[src/rtl/sd_clock_monitor_if.sv]
// Signal bundle between the SD host core and sd_clock_monitor.
// master drives enable/divider/SD clock, slave (the monitor) returns status.
interface sd_clock_monitor_if;
    logic       EN;
    logic [7:0] DIVIDER;
    logic       SD_CLK;
    logic       RISE;
    logic       FALL;
    logic [7:0] MEAS_DIV;
    logic       MEAS_VALID;
    logic       LOCKED;
    logic       MISMATCH;
    logic       STALL;

    modport master (
        output EN, DIVIDER, SD_CLK,
        input  RISE, FALL, MEAS_DIV, MEAS_VALID, LOCKED, MISMATCH, STALL
    );

    modport slave (
        input  EN, DIVIDER, SD_CLK,
        output RISE, FALL, MEAS_DIV, MEAS_VALID, LOCKED, MISMATCH, STALL
    );
endinterface

[src/rtl/sd_clock_monitor.sv]
// Measures SD_CLK half-periods against DIVIDER, reporting lock, mismatch and stall.
// Define SD_CLK_MON_SYNC_EN to pass SD_CLK through a 2-flop synchronizer first.
module sd_clock_monitor #(
    parameter int unsigned LOCK_CNT = 2
) (
    input  logic              CLK,
    input  logic              RST_N,
    sd_clock_monitor_if.slave mon
);
    localparam logic [3:0] LOCK_CNT_W = 4'(LOCK_CNT);
    localparam logic [8:0] CNT_MAX    = '1;

    typedef enum logic [1:0] {
        S_IDLE,
        S_ACQUIRE,
        S_MEASURE,
        S_LOCKED
    } state_t;

    state_t     state_q, state_d;
    logic       sd_s;
    logic       sd_q;
    logic [8:0] cnt_q, cnt_d;
    logic [3:0] match_q, match_d;
    logic       rise_q, rise_d;
    logic       fall_q, fall_d;
    logic [7:0] meas_div_q, meas_div_d;
    logic       meas_valid_q, meas_valid_d;
    logic       locked_q, locked_d;
    logic       mismatch_q, mismatch_d;
    logic       stall_q, stall_d;

    logic       edge_w;
    logic       match_w;
    logic       lock_hit_w;
    logic       stall_w;
    logic [8:0] cnt_inc_w;

`ifdef SD_CLK_MON_SYNC_EN
    logic [1:0] sync_q;

    always_ff @(posedge CLK or negedge RST_N) begin
        if (!RST_N) begin
            sync_q <= '0;
        end else begin
            sync_q <= {sync_q[0], mon.SD_CLK};
        end
    end

    assign sd_s = sync_q[1];
`else
    assign sd_s = mon.SD_CLK;
`endif

    assign edge_w     = (sd_s != sd_q);
    assign match_w    = (cnt_q == {1'b0, mon.DIVIDER});
    assign lock_hit_w = ((match_q + 4'd1) == LOCK_CNT_W);
    assign cnt_inc_w  = (cnt_q == CNT_MAX) ? cnt_q : cnt_q + 9'd1;
    // An edge coinciding with saturation wins; only an edgeless cycle can stall.
    assign stall_w    = !edge_w && (cnt_inc_w == CNT_MAX);

    always_ff @(posedge CLK or negedge RST_N) begin
        if (!RST_N) begin
            state_q <= S_IDLE;
        end else begin
            state_q <= state_d;
        end
    end

    always_comb begin
        state_d = state_q;
        if (!mon.EN) begin
            state_d = S_IDLE;
        end else begin
            case (state_q)
                S_IDLE:    state_d = S_ACQUIRE;
                S_ACQUIRE: if (edge_w) state_d = S_MEASURE;
                S_MEASURE: begin
                    if (edge_w) begin
                        if (match_w && lock_hit_w) state_d = S_LOCKED;
                    end else if (stall_w) begin
                        state_d = S_ACQUIRE;
                    end
                end
                S_LOCKED: begin
                    if (edge_w) begin
                        if (!match_w) state_d = S_MEASURE;
                    end else if (stall_w) begin
                        state_d = S_ACQUIRE;
                    end
                end
                default:   state_d = S_IDLE;
            endcase
        end
    end

    always_comb begin
        cnt_d        = cnt_q;
        match_d      = match_q;
        rise_d       = 1'b0;
        fall_d       = 1'b0;
        meas_div_d   = meas_div_q;
        meas_valid_d = 1'b0;
        locked_d     = locked_q;
        mismatch_d   = 1'b0;
        stall_d      = stall_q;

        if (!mon.EN || state_q == S_IDLE) begin
            cnt_d      = '0;
            match_d    = '0;
            meas_div_d = '0;
            locked_d   = 1'b0;
            stall_d    = 1'b0;
        end else begin
            cnt_d  = edge_w ? '0 : cnt_inc_w;
            rise_d = edge_w && sd_s;
            fall_d = edge_w && !sd_s;
            if (edge_w) stall_d = 1'b0;

            case (state_q)
                S_ACQUIRE: begin
                    if (stall_w) stall_d = 1'b1;
                end
                S_MEASURE: begin
                    if (edge_w) begin
                        meas_div_d   = cnt_q[7:0];
                        meas_valid_d = 1'b1;
                        if (match_w) begin
                            if (lock_hit_w) begin
                                match_d  = '0;
                                locked_d = 1'b1;
                            end else begin
                                match_d  = match_q + 4'd1;
                            end
                        end else begin
                            match_d = '0;
                        end
                    end else if (stall_w) begin
                        stall_d  = 1'b1;
                        locked_d = 1'b0;
                        match_d  = '0;
                    end
                end
                S_LOCKED: begin
                    if (edge_w) begin
                        meas_div_d   = cnt_q[7:0];
                        meas_valid_d = 1'b1;
                        if (!match_w) begin
                            mismatch_d = 1'b1;
                            locked_d   = 1'b0;
                            match_d    = '0;
                        end
                    end else if (stall_w) begin
                        stall_d  = 1'b1;
                        locked_d = 1'b0;
                        match_d  = '0;
                    end
                end
                default: ;
            endcase
        end
    end

    always_ff @(posedge CLK or negedge RST_N) begin
        if (!RST_N) begin
            sd_q         <= 1'b0;
            cnt_q        <= '0;
            match_q      <= '0;
            rise_q       <= 1'b0;
            fall_q       <= 1'b0;
            meas_div_q   <= '0;
            meas_valid_q <= 1'b0;
            locked_q     <= 1'b0;
            mismatch_q   <= 1'b0;
            stall_q      <= 1'b0;
        end else begin
            sd_q         <= sd_s;
            cnt_q        <= cnt_d;
            match_q      <= match_d;
            rise_q       <= rise_d;
            fall_q       <= fall_d;
            meas_div_q   <= meas_div_d;
            meas_valid_q <= meas_valid_d;
            locked_q     <= locked_d;
            mismatch_q   <= mismatch_d;
            stall_q      <= stall_d;
        end
    end

    assign mon.RISE       = rise_q;
    assign mon.FALL       = fall_q;
    assign mon.MEAS_DIV   = meas_div_q;
    assign mon.MEAS_VALID = meas_valid_q;
    assign mon.LOCKED     = locked_q;
    assign mon.MISMATCH   = mismatch_q;
    assign mon.STALL      = stall_q;
endmodule
[src/flat_wrapper.sv]
// flat-port wrapper written by rule: the top's interface ports become plain ports
module sd_clock_monitor_flat 
#(
    parameter int unsigned LOCK_CNT = 2
)
  (CLK, RST_N, mon_EN, mon_DIVIDER, mon_SD_CLK, mon_RISE, mon_FALL, mon_MEAS_DIV, mon_MEAS_VALID, mon_LOCKED, mon_MISMATCH, mon_STALL);
  sd_clock_monitor_if mon_i ();
  input  logic CLK;
  input  logic RST_N;
  input wire logic [$bits(mon_i.EN)-1:0] mon_EN;
  input wire logic [$bits(mon_i.DIVIDER)-1:0] mon_DIVIDER;
  input wire logic [$bits(mon_i.SD_CLK)-1:0] mon_SD_CLK;
  output wire logic [$bits(mon_i.RISE)-1:0] mon_RISE;
  output wire logic [$bits(mon_i.FALL)-1:0] mon_FALL;
  output wire logic [$bits(mon_i.MEAS_DIV)-1:0] mon_MEAS_DIV;
  output wire logic [$bits(mon_i.MEAS_VALID)-1:0] mon_MEAS_VALID;
  output wire logic [$bits(mon_i.LOCKED)-1:0] mon_LOCKED;
  output wire logic [$bits(mon_i.MISMATCH)-1:0] mon_MISMATCH;
  output wire logic [$bits(mon_i.STALL)-1:0] mon_STALL;
  assign mon_i.EN = mon_EN;
  assign mon_i.DIVIDER = mon_DIVIDER;
  assign mon_i.SD_CLK = mon_SD_CLK;
  assign mon_RISE = mon_i.RISE;
  assign mon_FALL = mon_i.FALL;
  assign mon_MEAS_DIV = mon_i.MEAS_DIV;
  assign mon_MEAS_VALID = mon_i.MEAS_VALID;
  assign mon_LOCKED = mon_i.LOCKED;
  assign mon_MISMATCH = mon_i.MISMATCH;
  assign mon_STALL = mon_i.STALL;
  sd_clock_monitor #(.LOCK_CNT(LOCK_CNT)) u_core (.CLK(CLK), .RST_N(RST_N), .mon(mon_i));
endmodule
[config.mk]
export PLATFORM = sky130hd
export DESIGN_NAME = sd_clock_monitor_flat
export DESIGN_NICKNAME = d
export VERILOG_FILES = /design/src/rtl/sd_clock_monitor_if.sv /design/src/rtl/sd_clock_monitor.sv /design/src/flat_wrapper.sv
export SDC_FILE = /design/constraint.sdc
export NUM_CORES = 1
export LEC_CHECK = 0
export CAP_MARGIN = 20
export CORE_MARGIN = 2
export CORE_UTILIZATION = 50
export CTS_CLUSTER_DIAMETER = 40
export CTS_CLUSTER_SIZE = 12
export DETAILED_ROUTE_END_ITERATION = 8
export PLACE_DENSITY = 0.84
export SKIP_CTS_REPAIR_TIMING = 1
export SLEW_MARGIN = 25
export SYNTH_ARGS = -nofsm -noshare
export SYNTH_HDL_FRONTEND = slang
export SYNTH_SLANG_ARGS = --single-unit
[constraint.sdc]
create_clock -name CLK -period 4 [get_ports CLK]
set_input_delay 0.8 -clock CLK [delete_from_list [all_inputs] [get_ports CLK]]
set_output_delay 0.8 -clock CLK [all_outputs]
set_load 0.02 [all_outputs]
### Word-level counts from Yosys, hierarchy flattened

Index checks and enable logic that the tools add are counted.

* input port bits: 12
* logic and storage cells: 88
* latch bits: 0
* register bits after elaboration: 30
* RAM bits: 0
* memories kept: 0
* ROM bits: 0

* shift operators: 0
* multiply operators: 0
* bitwise logic cells: 0
* div/mod/pow operators: 0
* add/subtract/negate cells: 2
* muxes and demuxes: 44
* reductions and logical operators: 17
* eq/ne operators: 14
* $lt $le $gt $ge: 0

Operators with widths (number)
* $mux W4: 7
* $mux W9: 3
* $mux W8: 3
* $mux W1: 20
* $ne A4 B4 Y1 const B: 5
* $eq A9 B9 Y1 const B: 2
* $mux W2: 7
* $add A9 B1 Y9 const B: 1
* $eq A9 B8 Y1: 1
* $pmux W2 S4: 1
* $pmux W4 S2: 1
* $add A4 B1 Y4 const B: 1
* $eq A2 B2 Y1 const B: 2
* $eq A4 B2 Y1 const B: 1
* $logic_and A1 B1 Y1: 4
* $pmux W1 S2: 2
* $reduce_and A2 Y1: 2
* $reduce_and A4 Y1: 1
* $reduce_bool A2 Y1: 2
* $logic_not A1 Y1: 3
* $ne A3 B2 Y1 const B: 1
* $reduce_and A3 Y1: 1
* $reduce_bool A3 Y1: 1
* $eq A2 B1 Y1 const B: 1
* 4 further kinds: 4

### Depth between registers and ports, before layout

Gate-level depths: netlist (run 1).

* depth after elaboration: 8
* gate-level depth with buffers: 9

### Worst setup path after synthesis (run 1)

OpenSTA, ideal clock, no wires.

* path type: input -> register
* start: input port mon_DIVIDER[6]
* end: register u_core.match_q[2]
* setup slack: 1588 ps
* setup time: 80 ps
* arrival: 2332 ps
* stages on the path: 6
* required time: 3920 ps
* path through: xor2_1 -> or4_4 -> nor3_4 -> nand4b_1 -> or4b_1 -> o211ai_2

* word-level cells in the longest chain between the ends: 5
* elaborated cells between the ends (all ways): 7

RTL lines
* start, declared: RTL line flat_wrapper.sv:11 `input wire logic [$bits(mon_i.DIVIDER)-1:0] mon_DIVIDER;`
* $eq A9 B8 Y1 *: RTL line sd_clock_monitor.sv:56 `assign match_w = (cnt_q == {1'b0, mon.DIVIDER});`
* $mux W4: RTL line sd_clock_monitor.sv:128 `if (match_w) begin`
* $mux W4: RTL line sd_clock_monitor.sv:125 `if (edge_w) begin`
* $pmux W4 S2: RTL line sd_clock_monitor.sv:120 `case (state_q)`
* $mux W4: RTL line sd_clock_monitor.sv:108 `if (!mon.EN || state_q == S_IDLE) begin`
* end signal, assigned: RTL line sd_clock_monitor.sv:179 `match_q <= match_d;`
* end, declared: RTL line sd_clock_monitor.sv:24 `logic [3:0] match_q, match_d;`

Mark *: on every way between the ends. The rest lies on a longest branch, timed or not.
A chain may end at the register's enable or synchronous reset.

### Worst setup path after layout (run 1)

* start: input port mon_SD_CLK
* end: register u_core.match_q[1]

* word-level cells in the longest chain between the ends: 7
* elaborated cells between the ends (all ways): 10

RTL lines
* start, declared: RTL line flat_wrapper.sv:12 `input wire logic [$bits(mon_i.SD_CLK)-1:0] mon_SD_CLK;`
* $ne A1 B1 Y1 *: RTL line sd_clock_monitor.sv:55 `assign edge_w = (sd_s != sd_q);`
* $logic_not A1 Y1: RTL line sd_clock_monitor.sv:60 `assign stall_w = !edge_w && (cnt_inc_w == CNT_MAX);`
* $logic_and A1 B1 Y1: RTL line sd_clock_monitor.sv:60
* $mux W4
* $mux W4, on equally long branches: RTL line sd_clock_monitor.sv:145, sd_clock_monitor.sv:125
* $pmux W4 S2: RTL line sd_clock_monitor.sv:120
* $mux W4: RTL line sd_clock_monitor.sv:108

Marks and branches as above.

==> results of run 1 <==
==> metal layers <==
metal / up-vias / part of all wire [%] / track usage (%)
met1: 645 / 42 / 27.45
met4: 0 / 3.2 / 11.49
met5: - / 0 / 0
met3: 14 / 6.0 / 7.143
li1: 646 / - / -
met2: 48 / 49 / 34.50
==> cells by family after synthesis <==
kind of cell               Yosys count  synth area share, %
and+or+nand+nor                     69                22.30
AOI/OAI and AO/OA                   36                14.41
DFF                                 30                45.98
buffers and inverters               18                4.521
xor gates and xnor gates            12                6.437
adders and majority gates            5                3.831
muxes                                4                2.529
==> cell type report <==
cell class	instances	share of cell area, %
Tap cell	44	2.833
Inverter	7	1.352
Multi-Input combinational cell	126	41.60
Sequential cell	30	38.63
Clock buffer	7	2.318
Timing Repair Buffer	26	13.26
==> per-stage QoR <==
step	std cells	utilization, %	setup WS, ns	power (mW)	hold WS, ns
after floorplan	174	-	1.588	0.3650	0.5044
after global placement	233	61.67	1.067	0.3915	0.5057
after detailed placement	233	61.67	1.013	0.3946	0.5145
after CTS	240	63.13	1.351	0.5572	0.5303
after global routing	240	63.13	1.189	0.5843	0.5409
final	240	63.13	1.334	0.5504	0.5209
==> critical path, delay by kind of cell <==
kind	cells	cell delay, ns
compound gates	1	0.21
simple gates	3	0.80
buf+inv	3	0.69
fa+ha+maj	1	0.41
==> worst paths after layout <==
path                            slack [ns]             start                      to
worst max-delay path                  1.33        mon_SD_CLK       u_core.match_q[1]
worst min-delay path                  0.52  u_core.mon.STALL        u_core.mon.STALL
worst max register to register        1.59   u_core.cnt_q[0]       u_core.mon.LOCKED
worst min register to register        0.52  u_core.mon.STALL        u_core.mon.STALL
max in group asynchronous             2.88             RST_N  u_core.mon.MEAS_DIV[7]
min in group asynchronous             0.84             RST_N         u_core.cnt_q[8]
==> Yosys cell counts, types with 2 or more instances <==
master	instances	area share, %
a21boi_0	2	0.92
a21o_1	3	1.4
a21oi_1	14	4.3
a31oi_1	5	1.9
and2_1	4	1.5
and3_1	3	1.1
buf_2	5	1.5
clkbuf_1	6	1.4
dfrtp_1	30	46
ha_1	5	3.8
inv_1	7	1.6
mux2i_1	3	1.8
nand2_1	28	6.4
nand3_1	6	1.8
nand4_1	3	1.1
nand4b_1	2	1.1
nor2_1	8	1.8
nor2b_1	3	1.1
nor3_1	3	0.92
o21ai_0	2	0.61
o2bb2ai_1	2	1.1
xnor2_1	7	3.8
xor2_1	5	2.7
==> power breakdown <==
part	internal, mW	leakage (nW)	switching, mW
sequential	0.308	0.413	0.0101
clock	0.0660	0.0254	0.0959
combinational	0.0310	0.428	0.0390
==> flip-flops by register name, indices dropped and copies added, names as in the netlist, 2 cells and up <==
| signal | cells |
|---|---|
| u_core.cnt_q | 9 |
| u_core.match_q | 4 |
| u_core.mon.MEAS_DIV | 8 |
| u_core.state_q | 2 |
==> results by group, run 1 <==
Setup path
  – CP endpoint kind: flop
  – Critical-path maximum fanout: 11
  – Worst R2R Path Depth: 6
  – Crit path DAT: 2.92 ns
  – Crit-path cells: clkdlybuf4s50_1 > inv_1 > ha_1 > nor2b_1 > nand2_1 > inv_1 > nand4_1 > o2bb2ai_1
  – Slowest-stage cell, CP: clkdlybuf4s50_1
  – Top cell by count, worst path: inv_1
  – Slowest stage delay, CP: 0.50 ns
  – Startpoint types: primary input
  – Setup CP Type: in -> reg
  – Required time of the critical path: roughly 4.3 ns

Global route
  – First-pass GRT wire length: 5927 µm
  – GRT Overall Usage: between 20% and 30%
  – Initial antenna violation count: 0
  – Vias in the first global route: 1312
  – Largest net degree at the start of global routing: 31
  – Congestion Overflow GR: 0

Logic synthesis
  – Seq/Total Area, Yosys: 45.98%
  – Post-Syn Instances: 174
  – Synth Area per Inst: 9.384 µm²
  – Mapped Nets: 191
  – Post-synth ARST share: 100.0%
  – Post-synth EDFFs: 0
  – Main synth FF type: dfrtp_1
  – Synthesized area: about 1600 µm²
  – Yosys Warn Count: 0
  – Cell variety after synth: 41
  – Seq cells post-synth: 30

Job
  – Max_cap viols: 0

Layout
  – Layout cells sized above 1: 6.633%
  – Fillers: 256
  – Post-route cell area: about 2000 µm²
  – Area Growth Syn to Fin: 19.00%
  – Area occupied by multi-input gates: 808.3 µm²
  – Final nets: 213
  – Most common cell after layout, fill and taps aside: dfrtp_1
  – # diodes: 0
  – Register Area: 750.7 µm²
  – Most frequent cells in the layout: 30 x dfrtp_1, 28 x nand2_1, 25 x clkdlybuf4s50_1

Timing
  – Setup tns final: 0 ns
  – Unrepaired setup endpoints after global routing: no
  – Period utilization: roughly two thirds
  – Minimum clock period: 2.666 ns
  – Final setup fails: 0
  – Slew margin rel.: between 60% and 70%
  – Slew Limit Fails: 0
  – Final hold violations: 0
  – Clock skew: 0.006991 ns
  – Slew @ Worst Pin: 0.5223 ns
  – Maximum clock rate: 375.1 MHz

Floorplanning
  – Die width: 61.15 µm
  – Die area: about 3700 µm²
  – Site row count: 20
  – Core Region: about 3100 µm²
  – Top Ports: 26
  – Die height: 61.15 µm
  – Starting Density: 53.05%

Min path
  – Worst Hold Depth: 2
  – Worst Hold Class: reg -> reg

Drt
  – DRC errors left: 0
  – Post-route ant nets: 0
  – DR iter-0 viols: 54
  – DR WL/cell: 14.07 µm
  – Routed vias: 1353
  – WL final: 3376 µm
  – Mean number of vias per cell: 5.638
  – First drt pass iteration count: 4

Place
  – Placed cell area: 1898 µm²
  – Detailed Place HPWL: 2431 µm
  – Routability Congestion: 0.8570
  – Port Buffers: 25

Clock network
  – Max Root-Sink Buffers: 2
  – Worst skew pair latency: ~0.34 ns
  – Clock tree sinks: 30
  – Reg clk slew, reported paths: 0.08 ns
  – H-tree Lvls: 2
  – CTS tree: done
  – Root Driver: clkbuf_4
  – CTS Buf Count: 5

Power and ir drop
  – Leakage: 0.8667 nW
  – PD cells: 283.3 nW/µm²
  – Max VDD drop: between 0.15 and 0.2 mV

Run status
  – Status: finished, final reports clean
Note: power is estimated with default switching activity, not from simulation.
==> run 2, diff against run 1 <==
--- a/config.mk
+++ b/config.mk
@@ -7,11 +7,11 @@
 export LEC_CHECK = 0
 export CAP_MARGIN = 20
 export CORE_MARGIN = 2
-export CORE_UTILIZATION = 50
+export CORE_UTILIZATION = 48
 export CTS_CLUSTER_DIAMETER = 40
 export CTS_CLUSTER_SIZE = 12
 export DETAILED_ROUTE_END_ITERATION = 8
-export PLACE_DENSITY = 0.84
+export PLACE_DENSITY = 0.85
 export SKIP_CTS_REPAIR_TIMING = 1
 export SLEW_MARGIN = 25
 export SYNTH_ARGS = -nofsm -noshare
==> constraint.sdc (replaced) <==
create_clock -name CLK -period 2.35 [get_ports CLK]
set_input_delay 0.47 -clock CLK [delete_from_list [all_inputs] [get_ports CLK]]
set_output_delay 0.47 -clock CLK [all_outputs]
set_load 0.02 [all_outputs]
==> results by group, run 2 (same netlist as run 1, synthesis figures left out) <==
Layout
  – Most frequent cells in the layout: 30 x dfrtp_1, 28 x nand2_1, 25 x clkdlybuf4s50_1
  – Post-route cell area: 2013 µm²
  – Layout cells sized above 1: 10.73%
  – Area Growth Syn to Fin: 23.29%
  – # diodes: 0
  – Final nets: roughly 220
  – Most flop-heavy register: u_core.cnt_q
  – Max reg flops: 9
  – Final Util: between 60% and 70%
  – Most common cell after layout, fill and taps aside: dfrtp_1

Timing
  – Maximum clock rate: 463.5 MHz
  – Minimum clock period: between 2 and 2.5 ns
  – Final setup fails: 0
  – Period utilization: 91.81%
  – Slew margin rel.: about three fifths
  – Slew @ Worst Pin: 0.5709 ns
  – Unrepaired setup endpoints after global routing: no
  – Final hold violations: 0
  – Clock skew: around 0.003 ns
  – Slew Limit Fails: 0
  – Hold Slack: 0.5186 ns

Clock network
  – Reg clk slew, reported paths: 0.08 ns
  – CTS Buf Count: 5
  – Root Driver: clkbuf_4
  – Clock tree sinks: 30
  – Worst skew pair latency: 0.33 ns
  – H-tree Lvls: 2
  – Max Root-Sink Buffers: 2
  – CTS tree: done

Place
  – Placed cell area: 1968 µm²
  – Routability Congestion: between 0.8 and 0.9
  – Port Buffers: 25
  – Detailed Place HPWL: 2320 µm

Drt
  – DRC errors left: 0
  – Post-route ant nets: 0
  – WL final: between 3000 and 4000 µm
  – DR iter-0 viols: 41
  – DR WL/cell: 12.94 µm
  – Mean number of vias per cell: ~5.3
  – Routed vias: 1322
  – First drt pass iteration count: 4

Power and ir drop
  – PD cells: 472.4 nW/µm²
  – Power Total: 0.9511 mW
  – Max VDD drop: 0.3172 mV
  – Leakage: between 0.9 and 1 nW

Floorplanning
  – Starting Density: between 40% and 50%
  – Die width: 62.33 µm
  – Site row count: 21
  – Die height: 62.33 µm
  – Core Region: roughly 3300 µm²
  – Die area: between 3000 and 4000 µm²
  – Top Ports: 26

Setup path
  – Critical-path maximum fanout: 2
  – Worst R2R Path Depth: 6
  – Required time of the critical path: 2.61 ns
  – CP endpoint kind: flop
  – Crit path DAT: 2.41 ns
  – Setup CP Type: in -> reg
  – Startpoint types: primary input

Global route
  – GRT Overall Usage: 18.80%
  – First-pass GRT wire length: 5823 µm
  – Congestion Overflow GR: 0
  – Largest net degree at the start of global routing: 31
  – Vias in the first global route: 1250
  – Initial antenna violation count: 0

Min path
  – Worst Hold Class: in -> async

Job
  – Max_cap viols: 0

Run status
  – Status: finished, final reports clean
==> run 2: metrics by stage <==
step / worst slack, ns / TNS (ns) / instances
2_1_floorplan: 0.2268 / 0 / 174
3_3_place_gp: -0.1141 / -0.3017 / 244
3_5_place_dp: -0.1482 / -0.5340 / 244
4_1_cts: 0.2036 / 0 / 251
5_1_grt: 0.1311 / 0 / 251
6_report: 0.1926 / 0 / 251
==> run 2: worst paths after layout <==
| path | end | slack (ns) | from |
|---|---|---|---|
| max in group asynchronous | u_core.mon.MEAS_VALID | 1.56 | RST_N |
| min | u_core.match_q[3] | 0.52 | RST_N |
| max | u_core.match_q[2] | 0.19 | mon_DIVIDER[6] |
| min in group CLK | u_core.mon.MEAS_DIV[5] | 0.53 | u_core.mon.MEAS_DIV[5] |
| max reg2reg | u_core.mon.LOCKED | 0.23 | u_core.cnt_q[1] |
| min reg2reg | u_core.mon.MEAS_DIV[5] | 0.53 | u_core.mon.MEAS_DIV[5] |
==> run 2: area by class of cell <==
cell class	instances	area (µm²)
tap	46	57.56
multi-input combinational	126	808.3
fill	320	1297
clock buffer	7	45.04
sequential	30	750.7
inverter	7	26.28
timing repair buffer	35	325.3
==> run 2: routing by layer <==
layer / up-vias / track usage, % / wire length (µm)
met4: 0 / 5.000 / 29
met1: 624 / 27.53 / 1591
met5: - / 0 / 0
li1: 664 / - / -
met3: 2 / 5.072 / 161
met2: 32 / 27.72 / 1465
==> run 2: worst max-delay path, stage by stage <==
cell             delay (ns)
clkdlybuf4s50_1        0.42
xor2_1                 0.15
or4_4                  0.52
nor3_4                 0.14
nand4b_1               0.14
or4b_1                 0.50
o211ai_2               0.07
==> run 2: where the power goes <==
| group | leakage (nW) | internal (mW) | switching [mW] |
|---|---|---|---|
| sequential | 0.413 | 0.525 | 0.0145 |
| clock | 0.0254 | 0.113 | 0.169 |
| combinational | 0.474 | 0.0583 | 0.0716 |
